[src/rtl/alu_pkg.sv]
// rtl/alu_pkg.sv - shared widths, opcodes and sequencer state encoding
package alu_pkg;

    localparam int DATA_W = 4;
    localparam int OP_W   = 3;
    localparam int NREGS  = 4;
    localparam int REG_AW = 2;

    localparam logic [OP_W-1:0] OP_ADD  = 3'b000;
    localparam logic [OP_W-1:0] OP_SUB  = 3'b001;
    localparam logic [OP_W-1:0] OP_AND  = 3'b010;
    localparam logic [OP_W-1:0] OP_OR   = 3'b011;
    localparam logic [OP_W-1:0] OP_XOR  = 3'b100;
    localparam logic [OP_W-1:0] OP_NAND = 3'b101;
    localparam logic [OP_W-1:0] OP_NOR  = 3'b110;
    localparam logic [OP_W-1:0] OP_SLT  = 3'b111;

    typedef enum logic [1:0] {
        ST_IDLE = 2'd0,
        ST_EXEC = 2'd1,
        ST_RESP = 2'd2
    } seq_state_t;

endpackage

[src/rtl/alu_regfile.sv]
// rtl/alu_regfile.sv - operand register file, two async read ports, one sync write port
module alu_regfile
    import alu_pkg::*;
(
    input  logic              clk,
    input  logic              rst_n,
    input  logic [REG_AW-1:0] i_raddr1,
    output logic [DATA_W-1:0] o_rdata1,
    input  logic [REG_AW-1:0] i_raddr2,
    output logic [DATA_W-1:0] o_rdata2,
    input  logic              i_we,
    input  logic [REG_AW-1:0] i_waddr,
    input  logic [DATA_W-1:0] i_wdata
);

    logic [DATA_W-1:0] r_mem [NREGS];

    always_ff @(posedge clk or negedge rst_n) begin
        if (!rst_n) begin
            for (int i = 0; i < NREGS; i++) begin
                r_mem[i] <= '0;
            end
        end else if (i_we) begin
            r_mem[i_waddr] <= i_wdata;
        end
    end

    assign o_rdata1 = r_mem[i_raddr1];
    assign o_rdata2 = r_mem[i_raddr2];

endmodule

[src/rtl/alu_cmd_sequencer.sv]
// rtl/alu_cmd_sequencer.sv - issues register-addressed commands to an external ALU and returns results
module alu_cmd_sequencer
    import alu_pkg::*;
(
    input  logic              clk,
    input  logic              rst_n,
    input  logic              cmd_valid,
    output logic              cmd_ready,
    input  logic [OP_W-1:0]   cmd_op,
    input  logic [REG_AW-1:0] cmd_rd,
    input  logic [REG_AW-1:0] cmd_rs1,
    input  logic [REG_AW-1:0] cmd_rs2,
    input  logic              cmd_use_imm,
    input  logic [DATA_W-1:0] cmd_imm,
    input  logic              cmd_wb_en,
    output logic [DATA_W-1:0] alu_a,
    output logic [DATA_W-1:0] alu_b,
    output logic [OP_W-1:0]   alu_op,
    input  logic [DATA_W-1:0] alu_result,
    input  logic              alu_zero,
    output logic              rsp_valid,
    input  logic              rsp_ready,
    output logic [DATA_W-1:0] rsp_data,
    output logic              rsp_zero,
    output logic [REG_AW-1:0] rsp_rd,
    output logic              busy
);

    seq_state_t        r_state;
    logic [DATA_W-1:0] r_alu_a;
    logic [DATA_W-1:0] r_alu_b;
    logic [OP_W-1:0]   r_alu_op;
    logic [REG_AW-1:0] r_rd;
    logic              r_wb_en;
    logic              r_rsp_valid;
    logic [DATA_W-1:0] r_rsp_data;
    logic              r_rsp_zero;
    logic [REG_AW-1:0] r_rsp_rd;

    logic [DATA_W-1:0] w_rs1_data;
    logic [DATA_W-1:0] w_rs2_data;
    logic              w_wb;

    // Writeback lands on the EXEC->RESP edge, so a later accept never needs forwarding.
    assign w_wb = (r_state == ST_EXEC) && r_wb_en;

    alu_regfile u_regfile (
        .clk      (clk),
        .rst_n    (rst_n),
        .i_raddr1 (cmd_rs1),
        .o_rdata1 (w_rs1_data),
        .i_raddr2 (cmd_rs2),
        .o_rdata2 (w_rs2_data),
        .i_we     (w_wb),
        .i_waddr  (r_rd),
        .i_wdata  (alu_result)
    );

    always_ff @(posedge clk or negedge rst_n) begin
        if (!rst_n) begin
            r_state     <= ST_IDLE;
            r_alu_a     <= '0;
            r_alu_b     <= '0;
            r_alu_op    <= '0;
            r_rd        <= '0;
            r_wb_en     <= 1'b0;
            r_rsp_valid <= 1'b0;
            r_rsp_data  <= '0;
            r_rsp_zero  <= 1'b0;
            r_rsp_rd    <= '0;
        end else begin
            case (r_state)
                ST_IDLE: begin
                    if (cmd_valid) begin
                        r_alu_a  <= w_rs1_data;
                        r_alu_b  <= cmd_use_imm ? cmd_imm : w_rs2_data;
                        r_alu_op <= cmd_op;
                        r_rd     <= cmd_rd;
                        r_wb_en  <= cmd_wb_en;
                        r_state  <= ST_EXEC;
                    end
                end
                ST_EXEC: begin
                    r_rsp_data  <= alu_result;
                    r_rsp_zero  <= alu_zero;
                    r_rsp_rd    <= r_rd;
                    r_rsp_valid <= 1'b1;
                    r_state     <= ST_RESP;
                end
                ST_RESP: begin
                    if (rsp_ready) begin
                        r_rsp_valid <= 1'b0;
                        r_state     <= ST_IDLE;
                    end
                end
                default: begin
                    r_rsp_valid <= 1'b0;
                    r_state     <= ST_IDLE;
                end
            endcase
        end
    end

    assign cmd_ready = (r_state == ST_IDLE);
    assign busy      = (r_state != ST_IDLE);
    assign alu_a     = r_alu_a;
    assign alu_b     = r_alu_b;
    assign alu_op    = r_alu_op;
    assign rsp_valid = r_rsp_valid;
    assign rsp_data  = r_rsp_data;
    assign rsp_zero  = r_rsp_zero;
    assign rsp_rd    = r_rsp_rd;

endmodule
[config.mk]
export PLATFORM = sky130hd
export DESIGN_NAME = alu_cmd_sequencer
export DESIGN_NICKNAME = d
export VERILOG_FILES = /design/src/rtl/alu_pkg.sv /design/src/rtl/alu_regfile.sv /design/src/rtl/alu_cmd_sequencer.sv
export SDC_FILE = /design/constraint.sdc
export NUM_CORES = 1
export LEC_CHECK = 0
export ABC_AREA = 1
export ABC_CLOCK_PERIOD_IN_PS = 1200
export CORE_MARGIN = 3
export CORE_UTILIZATION = 45
export DETAILED_ROUTE_END_ITERATION = 6
export GPL_ROUTABILITY_DRIVEN = 0
export PLACE_DENSITY = 0.84
export SLEW_MARGIN = 20
export SYNTH_ARGS = -nofsm -noshare
export SYNTH_HDL_FRONTEND = slang
export SYNTH_SLANG_ARGS = --single-unit
[constraint.sdc]
create_clock -name clk -period 1.2 [get_ports clk]
set_input_delay 0.36 -clock clk [delete_from_list [all_inputs] [get_ports clk]]
set_output_delay 0.36 -clock clk [all_outputs]
set_load 0.01 [all_outputs]
-- Word-level counts from Yosys, hierarchy flattened
Cells that the tools add are included.
- order comparisons: 4
- eq/ne operators: 4
- mux-type cells: 15
- bitwise gates (word level): 4
- reduce and logical (&&, ||, !) cells: 7
- operators by type and width (operator ; number):
    4-bit two-way mux ; 6
    4-bit binary-select mux with 2-bit select ; 2
    16-bit bitwise mux ; 1
    3-bit greater-or-equal comparator, second input constant ; 3
    2-bit NOT with 3-bit output ; 3
    4-bit demux with 2-bit select ; 1
    2-bit one-hot mux with 3 select lines ; 1
    2-bit AND reduction ; 3
    2-bit two-way mux ; 2
    2-bit != test, second input constant ; 2
    3-bit by 1-bit < comparator with 1-bit output, second input constant ; 1
    1-bit one-hot mux with 3 select lines ; 1
    2-bit by 1-bit equality test with 1-bit output, second input constant ; 1
    2-bit equality test, second input constant ; 1
    1-bit logical AND ; 2
    2-bit logical NOT ; 1
    2-bit nonzero test ; 1
    1-bit two-way mux ; 1
    1-bit NOT ; 1
- register bits: 40
- bits of input ports: 24
- output and inout bits: 21
- logic and storage cells: 48

-- Depth between registers and ports, before layout
- depth in word-level cells: 6
- gate-level depth with buffers: 8
- gate-level depth less buffers: 7

-- Cells and area by module
A second synthesis with hierarchy kept.
- cells, all modules: 268
- area total of the unflattened synthesis: 2019.4 um^2
- by module, submodules not included (module ; instances ; cells each ; area each (um^2) ; sequential area each (um^2)):
    alu_cmd_sequencer ; 1 ; 118 ; 1016.0 ; 600.6
    alu_regfile ; 1 ; 150 ; 1003.5 ; 400.4

-- Worst setup path before layout
OpenSTA, ideal clock, no wires.
- kind: register to register
- start: register r_state[0]
- end: register r_rd[0]
- setup time: 124 ps
- arrival time: 973 ps
- slack: 103 ps
- stages on the path, launching flop included: 6
- path buffers: 1
- cell sequence: dfrtp_1 nor2_4 nand2_4 inv_2 buf_6 o21ai_1
- longest elaborated chain between the ends: 2
- ends and longest elaborated chain (what ; line ; text):
    start, declared ; alu_cmd_sequencer.sv:29 ; seq_state_t r_state;
    start signal, assigned ; alu_cmd_sequencer.sv:61 ; r_state <= ST_IDLE;
    start signal, assigned ; alu_cmd_sequencer.sv:80 ; r_state <= ST_EXEC;
    start signal, assigned ; alu_cmd_sequencer.sv:88 ; r_state <= ST_RESP;
    2-bit logical NOT ; -- ;
    named net cmd_ready ; alu_cmd_sequencer.sv:8 ; output logic cmd_ready,
    2-bit AND reduction (no line) ; -- ;
    end signal, assigned ; alu_cmd_sequencer.sv:78 ; r_rd <= cmd_rd;
    end, declared ; alu_cmd_sequencer.sv:33 ; logic [REG_AW-1:0] r_rd;
The timed path passes the listed nets, and every way through them passes these cells.
A chain may end at the register's enable or synchronous reset.

-- Final worst setup path
- start: register r_state[0]
- end: output busy
- longest elaborated chain between the ends: 1
- ends and longest elaborated chain (what ; line ; text):
    2-bit nonzero test ; alu_cmd_sequencer.sv:105 ; assign busy = (r_state != ST_IDLE);
    end, declared ; alu_cmd_sequencer.sv:26 ; output logic busy
Every way passes these cells.

==> flow_metrics.env <==
export IMPL_layout_drive_gt1_share_pct=21.1
export IMPL_fill_cells=349
export IMPL_port_buffers=44
export IMPL_worstSetupPathType="reg2out"
export IMPL_crit_required_ns=0.84
export IMPL_synth_cell_types=17
export IMPL_drv_cap=0
export IMPL_first_iter_violations=59
export IMPL_num_antenna_cells=0
export IMPL_synth_compound_area_share_pct=9.38
export IMPL_synth_top_family_by_area="simple AND/OR/NAND/NOR gates"
export IMPL_vias=1689
export IMPL_routed_wl_um=4410
export IMPL_clockBufferDepth=2
export IMPL_first_pass_iters=4
export IMPL_grt_max_degree=41
export IMPL_netlist_area_leader_share_pct=52.5
export IMPL_synthXorXnorAreaFrac_pct=0
export IMPL_post_dp_hpwl_um=3120
export IMPL_root_buffer="clkbuf_8"
export IMPL_drc=0
export IMPL_ys_warn_count=0
export IMPL_violations="setup timing"
export IMPL_rows=23
export IMPL_fmax_mhz=743
export IMPL_cts_buffers=5
export IMPL_synth_mux_area_share_pct=0
export IMPL_grt_pass1_wl_um=7260
export IMPL_p_leak_uw=0.00140
export IMPL_grt_pass1_vias=1601
export IMPL_synthSimpleGateAreaFrac_pct=31.8
export IMPL_die_h_um=71.1
export IMPL_p_per_area_nw_per_um2=2320
export IMPL_track_usage_pct=18.1
export IMPL_place_ws_ns=-0.276
export IMPL_slew_viol_final=0
export IMPL_post_drt_wl_per_cell_um=12.7
export IMPL_hold_viol_final=0
export IMPL_nets=321
export IMPL_core_sq_um=4060
export IMPL_ant_nets=0
export IMPL_die_w_um=71.1
export IMPL_clkSinkCount=40
export IMPL_start_util_pct=47.0
export IMPL_fin_crit_sh_pct=112
export IMPL_path_clk_slew_ns=0.07
export IMPL_synth_area_leaders="dfrtp_1, nand2_1, o21ai_0, inv_1, o21ai_1"
export IMPL_worst_pin_slew_ns=0.211
export IMPL_dp_cells=333
export IMPL_ys_ff_latch=40
export IMPL_syn_inst=234
export IMPL_antenna_found_initial=0
export IMPL_syn_area_sq_um=1910
export IMPL_finClkSkew_ns=0.00568
export IMPL_status="finished, violations left"
export IMPL_io_pins=45
export IMPL_layoutNonFillerInstCount=348
export IMPL_clk_latency_ns=0.29
export IMPL_synth_nets=258
export IMPL_grt_setup_unrepaired="yes"
export IMPL_min_period_ns=1.35
export IMPL_hold_class="in2async"
export IMPL_setup_viol=2
export IMPL_synth_adder_area_share_pct=0
export IMPL_maxSlewHeadroom_pct=85.9
export IMPL_synth_top_area_cell="dfrtp_1"
export IMPL_htree_levels=2
export IMPL_syn_area_per_cell_sq_um=8.15
export IMPL_cts_tree="done"
export IMPL_holdWs_ns=0.0263
export IMPL_synth_seq_area_share_pct=52.5
export IMPL_worstPathArrival_ns=0.99
export IMPL_ctsHoldBuffers=0
export IMPL_crit_fanout=3
export IMPL_area_growth_pct=35.4
export IMPL_setup_worst_path_end_class="output port"
export IMPL_setup_slack_ns=-0.146
export IMPL_routed_via_density=4.85
export IMPL_grt_overflow=0
export IMPL_start_kind="flop"
export IMPL_fp_dieArea_sq_um=5050
export IMPL_ir_worst_vdd_mv=1.48
## layout by cell type (no fill, tap or decap), types with 8 or more instances in the layout
cell / Yosys / layout
nor2_1: 13 / 10
dfrtp_1: 40 / 40
buf_4: 1 / 11
nand3_1: 8 / 8
inv_1: 21 / 19
o21ai_0: 18 / 17
o21ai_1: 10 / 11
clkdlybuf4s50_1: 0 / 19
nand2_1: 103 / 103
buf_2: 3 / 22
## repair_timing
item / CTS / global route
pin swaps: 1 / 1
endpoints found under the setup margin: 21 / 42
gates resized for setup: 88 / 10
cloned: 0 / 2
setup buffers: 5 / 1
## cell families (layout without fill, tap and decap cells)
family | count (synthesis) | count (layout)
simple gates | 133 | 133
flops | 40 | 40
compound gates | 33 | 33
buf+inv | 28 | 92
## power by group
part	switching, uW	internal (uW)	total [uW]
clock	437	617	1050
combinational	1350	1100	2450
sequential	478	2000	2480
## area by class of cell
class | count | area (sq um) | share of cell area (%)
multi-input combinational | 166 | 802 | 31.1
inverter | 23 | 88.8 | 3.44
clock buffer | 6 | 72.6 | 2.81
tap | 50 | 62.6 | 2.42
sequential | 40 | 1000 | 38.8
clock inverter | 2 | 35.0 | 1.36
timing repair buffer | 61 | 519 | 20.1
## per-stage QoR
step / cell area (sq um) / power, uW / setup TNS (ns) / utilization [%]
global route: 2580 / 6450 / -0.825 / 63.6
floorplan: 1910 / 3760 / 0 / -
finish: 2580 / 5980 / -0.266 / 63.6
detailed placement: 2470 / 5040 / -3.97 / 60.9
global placement: 2470 / 4950 / -3.60 / 60.9
CTS: 2520 / 5910 / -0.411 / 62.1
## path summary, 6_finish.rpt
check / cells after the start / slack (ns) / to / startpoint
min in group clk: 2 / 0.48 / alu_b[1] / alu_b[1]
min: 2 / 0.03 / rsp_valid / rst_n
max reg2reg: 7 / 0.03 / u_regfile.r_mem[5] / r_state[1]
max in group asynchronous: 2 / 0.98 / alu_op[0] / rst_n
max: 3 / -0.15 / busy / r_state[0]
min reg2reg: 2 / 0.48 / alu_b[1] / alu_b[1]
## routing by layer
layer / vias to the layer above / GRT usage [%] / wire length [um]
met5: - / 0 / 0
met4: 0 / 5.01 / 24
met1: 772 / 24.1 / 1870
met2: 64 / 29.4 / 2180
li1: 851 / - / -
met3: 2 / 4.83 / 336
## worst max-delay path, cell delays in order, from the launching register on
cell     delay [ns]
dfrtp_1        0.41
nor2_4         0.13
inv_1          0.04
buf_2          0.13
## cells in the mapped netlist
library cell,instances
nor2_4,2
nand2_4,3
inv_1,21
buf_2,3
buf_6,1
dfrtp_1,40
nor2_8,2
nand2_1,103
nor2_1,13
o211ai_1,4
o21ai_2,1
inv_2,2
buf_4,1
nand3_1,8
o21ai_0,18
o21ai_1,10
nand3_4,2
## flip-flops by register name, summed over array words and instances, names as in the netlist
register and count:
rsp_zero 1, alu_op 3, u_regfile.r_mem 16, r_state 2, alu_b 4, rsp_data 4, rsp_rd 2, r_wb_en 1
alu_a 4, rsp_valid 1, r_rd 2
(Power assumes the default switching activity.)
